===== src/rtl/regs_wb_arbiter_if.sv =====
// Writeback bus between the requesters (master) and the register-file write arbiter (slave).
interface regs_wb_arbiter_if #(
  parameter int NUM_REQ = 3,
  parameter int IDX_W   = 3
);
  logic                    hold;
  logic [NUM_REQ-1:0]      req_valid;
  logic [5*NUM_REQ-1:0]    req_rd_addr;
  logic [32*NUM_REQ-1:0]   req_rd_data;
  logic [NUM_REQ-1:0]      req_ready;
  logic [4:0]              rd_addr;
  logic [31:0]             rd_data;
  logic                    write_en;
  logic [IDX_W-1:0]        grant_idx;
  logic                    busy;

  modport master (
    output hold, req_valid, req_rd_addr, req_rd_data,
    input  req_ready, rd_addr, rd_data, write_en, grant_idx, busy
  );

  modport slave (
    input  hold, req_valid, req_rd_addr, req_rd_data,
    output req_ready, rd_addr, rd_data, write_en, grant_idx, busy
  );
endinterface


===== src/rtl/regs_wb_arbiter.sv =====
// Arbitrates NUM_REQ writeback requesters onto the single regfile write port, one grant per cycle.
// Define WB_ARB_RR_EN for round-robin arbitration; otherwise fixed priority (requester 0 highest).
module regs_wb_arbiter #(
  parameter int NUM_REQ = 3,
  parameter int IDX_W   = 3
) (
  input  logic              i_clk,
  input  logic              i_rst_n,
  regs_wb_arbiter_if.slave  bus
);

  logic [NUM_REQ-1:0] grant;
  logic [IDX_W-1:0]   win_idx;
  logic               win_found;
  logic [4:0]         sel_addr;
  logic [31:0]        sel_data;

`ifdef WB_ARB_RR_EN
  logic [IDX_W-1:0]   rr_ptr;
`endif

  always_comb begin
    grant     = '0;
    win_idx   = '0;
    win_found = 1'b0;
    sel_addr  = '0;
    sel_data  = '0;
    if (i_rst_n && !bus.hold) begin
`ifdef WB_ARB_RR_EN
      // First pass covers pointer..NUM_REQ-1; the unconditioned pass below supplies the wrap.
      for (int j = 0; j < NUM_REQ; j++) begin
        if (!win_found && bus.req_valid[j] && (IDX_W'(j) >= rr_ptr)) begin
          win_found = 1'b1;
          win_idx   = IDX_W'(j);
        end
      end
`endif
      for (int j = 0; j < NUM_REQ; j++) begin
        if (!win_found && bus.req_valid[j]) begin
          win_found = 1'b1;
          win_idx   = IDX_W'(j);
        end
      end
      for (int j = 0; j < NUM_REQ; j++) begin
        if (win_found && (win_idx == IDX_W'(j))) begin
          grant[j] = 1'b1;
          sel_addr = bus.req_rd_addr[5*j +: 5];
          sel_data = bus.req_rd_data[32*j +: 32];
        end
      end
    end
  end

  assign bus.req_ready = grant;
  assign bus.busy      = (|bus.req_valid) & ~(|grant);

  always_ff @(posedge i_clk) begin
    if (!i_rst_n) begin
      bus.rd_addr   <= '0;
      bus.rd_data   <= '0;
      bus.write_en  <= 1'b0;
      bus.grant_idx <= '0;
    end else begin
      bus.write_en <= 1'b0;
      if (win_found) begin
        bus.rd_addr   <= sel_addr;
        bus.rd_data   <= sel_data;
        bus.grant_idx <= win_idx;
        // x0 is hardwired: the slot is consumed but nothing is written.
        bus.write_en  <= (sel_addr != 5'd0);
      end
    end
  end

`ifdef WB_ARB_RR_EN
  always_ff @(posedge i_clk) begin
    if (!i_rst_n) begin
      rr_ptr <= '0;
    end else if (win_found) begin
      rr_ptr <= (win_idx == IDX_W'(NUM_REQ-1)) ? '0 : win_idx + 1'b1;
    end
  end
`endif

endmodule


===== src/flat_wrapper.sv =====
// flat-port wrapper written by rule: the top's interface ports become plain ports
module regs_wb_arbiter_flat 
#(
  parameter int NUM_REQ = 3,
  parameter int IDX_W   = 3
)
  (i_clk, i_rst_n, bus_hold, bus_req_valid, bus_req_rd_addr, bus_req_rd_data, bus_req_ready, bus_rd_addr, bus_rd_data, bus_write_en, bus_grant_idx, bus_busy);
  regs_wb_arbiter_if #(.NUM_REQ(NUM_REQ), .IDX_W(IDX_W)) bus_i ();
  input  logic i_clk;
  input  logic i_rst_n;
  input wire logic [$bits(bus_i.hold)-1:0] bus_hold;
  input wire logic [$bits(bus_i.req_valid)-1:0] bus_req_valid;
  input wire logic [$bits(bus_i.req_rd_addr)-1:0] bus_req_rd_addr;
  input wire logic [$bits(bus_i.req_rd_data)-1:0] bus_req_rd_data;
  output wire logic [$bits(bus_i.req_ready)-1:0] bus_req_ready;
  output wire logic [$bits(bus_i.rd_addr)-1:0] bus_rd_addr;
  output wire logic [$bits(bus_i.rd_data)-1:0] bus_rd_data;
  output wire logic [$bits(bus_i.write_en)-1:0] bus_write_en;
  output wire logic [$bits(bus_i.grant_idx)-1:0] bus_grant_idx;
  output wire logic [$bits(bus_i.busy)-1:0] bus_busy;
  assign bus_i.hold = bus_hold;
  assign bus_i.req_valid = bus_req_valid;
  assign bus_i.req_rd_addr = bus_req_rd_addr;
  assign bus_i.req_rd_data = bus_req_rd_data;
  assign bus_req_ready = bus_i.req_ready;
  assign bus_rd_addr = bus_i.rd_addr;
  assign bus_rd_data = bus_i.rd_data;
  assign bus_write_en = bus_i.write_en;
  assign bus_grant_idx = bus_i.grant_idx;
  assign bus_busy = bus_i.busy;
  regs_wb_arbiter #(.NUM_REQ(NUM_REQ), .IDX_W(IDX_W)) u_core (.i_clk(i_clk), .i_rst_n(i_rst_n), .bus(bus_i));
endmodule

===== config.mk =====
export PLATFORM = sky130hd
export DESIGN_NAME = regs_wb_arbiter_flat
export DESIGN_NICKNAME = d
export VERILOG_FILES = /design/src/rtl/regs_wb_arbiter_if.sv /design/src/rtl/regs_wb_arbiter.sv /design/src/flat_wrapper.sv
export SDC_FILE = /design/constraint.sdc
export NUM_CORES = 1
export LEC_CHECK = 0
export ABC_AREA = 1
export CORE_MARGIN = 5
export CORE_UTILIZATION = 35
export DETAILED_ROUTE_END_ITERATION = 7
export PLACE_DENSITY = 0.83
export SLEW_MARGIN = 20
export SYNTH_ARGS = -nofsm -noshare
export SYNTH_HDL_FRONTEND = slang
export SYNTH_SLANG_ARGS = --single-unit

===== constraint.sdc =====
create_clock -name i_clk -period 1.6 [get_ports i_clk]
set_input_delay 0.48 -clock i_clk [delete_from_list [all_inputs] [get_ports i_clk]]
set_output_delay 0.48 -clock i_clk [all_outputs]
set_load 0.02 [all_outputs]

==> flow_summary.json <==
{
  "power.leakage_uw": 0.001970,
  "drc": 0,
  "p_seq_share_pct": 41.8,
  "clockBufferDepth": 2,
  "wl_met2_um": 4491,
  "fin_worst_skew_ns": 0,
  "drt-total-wl_um": 8480,
  "maxCapViolations": 0,
  "start_util_pct": 35.67,
  "clk_latency_ns": 0.28,
  "slowest_delay_ns": 0.23,
  "final_common_cell": "nand2_1",
  "ant_nets": 0,
  "hp-start": "u_core.bus.rd_data[15]",
  "worst_setup_path_start_kind": "input pin",
  "crit_path_cell_trace": "clkdlybuf4s15_1 > inv_1 > a21oi_2 > buf_6",
  "pwr-share-clk_pct": 25.6,
  "place_inst": 587,
  "nets": 636,
  "dp_hpwl_um": 6603,
  "vias": 2875,
  "overflow": 0,
  "first_global_vias": 2912,
  "synth.top_cell.area_share_pct": 35.56,
  "cts_sinks": 40,
  "max_freq_ghz": 0.6363,
  "place_congestion": 0.8689,
  "dr.pass1.iters": 5,
  "rows": 29,
  "wirelength_met1_um": 3202,
  "synth_fp_nets": 475,
  "area_growth_pct": 78.78,
  "holdPathEnd": "u_core.bus.rd_data[15]",
  "die_y_um": 90.22,
  "internal-power_uw": 1880,
  "grt_pass1_wl_um": 13980,
  "syn_inst": 358,
  "finalSetupViolCount": 0,
  "worstPathMaxFanout": 3,
  "critPathTopFamily": "buffers and inverters",
  "cts_tree": "yes",
  "drt_first_iter_violations": 138,
  "yosys_register_bits": 40,
  "port_buffers": 160,
  "hold_violations": 0,
  "dr_wl_met3_um": 734,
  "ys_top_cells_by_area": "dfxtp_1, nand3_1, nand2_1",
  "r2r_slack_ns": 1.00,
  "power.switching_uw": 766.4,
  "ir_worst_vdd_mv": 0.3660,
  "drive_above_1_share_pct": 9.423,
  "clkTransAtPathRegs_ns": 0.07,
  "place_area_sq_um": 3954,
  "reg2reg_to": "u_core.bus.rd_data[8]",
  "wl_per_cell_um": 14.20,
  "reg2reg_from": "u_core.bus.rd_data[8]",
  "layout_common_cells": "nand2_1, clkdlybuf4s50_1, nand3_1, dlygate4sd2_1, dfxtp_1",
  "required_ns": 1.12,
  "instances_no_fill": 597,
  "coreArea_sq_um": 6314,
  "syn_avg_cell_area_sq_um": 6.291,
  "worst-path-buf-inv": 3,
  "status": "finished clean",
  "cp-end-kind": "output port",
  "maxSlewViolCount": 0,
  "vias_per_cell": 4.816,
  "power.density_nw_per_um2": 657.3,
  "grt.total_usage_pct": 20.43,
  "ys_warn_count": 0,
  "p_comb_share_pct": 32.6,
  "crit_slowest_cell": "clkdlybuf4s15_1",
  "whs_path_depth": 2,
  "die_w_um": 90.22,
  "period_minus_slack_ns": 1.572,
  "crit_type": "input pin to output port",
  "num_antenna_cells": 0,
  "highest-signal-layer": "met4",
  "stdcell_area_sq_um": 4026,
  "rsz0062_at_grt": "no",
  "dieArea_sq_um": 8139,
  "ys_seq_area_share_pct": 35.56,
  "p_sw_share_pct": 28.96,
  "antenna_found_initial": 0,
  "hold_class": "flop to flop",
  "yosysUniqueCellTypes": 18,
  "h-tree-depth": 2,
  "root_buffer": "clkbuf_8",
  "yosysTopAreaCell": "dfxtp_1",
  "critPathArrivalTime_ns": 1.09,
  "io_pins": 162,
  "fill_cells": 614,
  "cts_buffers": 5,
  "syn_area_sq_um": 2252,
  "grt_max_degree": 38,
  "period_share_pct": 98.23,
  "r2r_cells": 2
}
[sequential cells by signal, summed over array words and instances, names as in the netlist]
name	cells
u_core.bus.write_en	1
u_core.bus.grant_idx	2
u_core.bus.rd_data	32
u_core.bus.rd_addr	5
[power by group through the flow]
| stage | Sequential [uW] | Combinational, uW | Clock (uW) |
|---|---|---|---|
| CTS | 1110 | 864 | 699 |
| detailed placement | 1130 | 911 | 0 |
| global route | 1120 | 937 | 760 |
| finish | 1110 | 862 | 677 |
| global placement | 1130 | 899 | 0 |
| floorplan | 1230 | 282 | 0 |
[cells by family (layout without fill, tap and decap cells)]
logic type	count (synthesis)	after routing	share of synthesized area, %
simple gates	260	260	50.17
compound gates	18	18	4.000
buf+inv	39	201	10.11
other cells	1	1	0.1665
flops	40	40	35.56
[per-stage QoR]
step | utilization, % | setup slack [ns] | hold WS, ns | power (uW) | TNS, ns
floorplan | - | 0.04142 | 0.5448 | 1508 | 0
global placement | 62.62 | -0.9131 | 0.4552 | 2029 | -17.26
detailed placement | 62.62 | -0.9129 | 0.4598 | 2044 | -18.13
CTS | 63.54 | 0.02061 | 0.4687 | 2670 | 0
global route | 63.77 | 0.002728 | 0.4792 | 2814 | 0
finish | 63.77 | 0.02838 | 0.4661 | 2646 | 0
[layout make-up]
type	count	area, sq um	area share, %
Timing Repair Buffer	182	1743	43.29
Multi-Input combinational cell	279	1250	31.04
Sequential cell	40	800.8	19.89
Tap cell	77	96.34	2.393
Clock buffer	8	90.09	2.237
Inverter	11	46.29	1.150
[per-layer routing]
metal | vias up | GRT usage, %
met5 | - | 0
met1 | 1275 | 23.02
met2 | 116 | 37.68
met3 | 4 | 6.427
li1 | 1480 | -
met4 | 0 | 3.846
[tightest hold or removal path: cells and delay by family, from the launching register on]
family,cells,cell delay [ns]
flip-flops,1,0.31
AND/OR/NAND/NOR,2,0.12
[worst max path at each step]
stage	depth (start not counted)	slack [ns]	from	to
floorplan	4	0.04	i_rst_n	bus_req_ready[2]
global placement	5	-0.91	bus_req_valid[1]	bus_req_ready[2]
detailed placement	5	-0.91	bus_req_valid[1]	bus_req_ready[2]
CTS	5	0.02	bus_hold	bus_busy
global route	4	0.003	bus_req_valid[2]	bus_busy
finish	4	0.03	bus_req_valid[2]	bus_busy
[repair_timing]
item / 4_1_cts / 5_1_grt
endpoints found under the setup margin: 82 / 4
buffers inserted: 2 / 0
hold buffers: 0 / 0
pin swaps: 3 / 4
gates resized for setup: 87 / 7
[cell usage after synthesis, drive strengths merged]
| cell | n |
|---|---|
| conb | 1 |
| a21oi | 12 |
| clkbuf | 3 |
| buf | 25 |
| nand3 | 104 |
| dfxtp | 40 |
| inv | 11 |
| nand3b | 1 |
| nand2 | 140 |
| nor2 | 15 |
| o21ai | 6 |
Note: power is estimated with default switching activity, not from simulation.
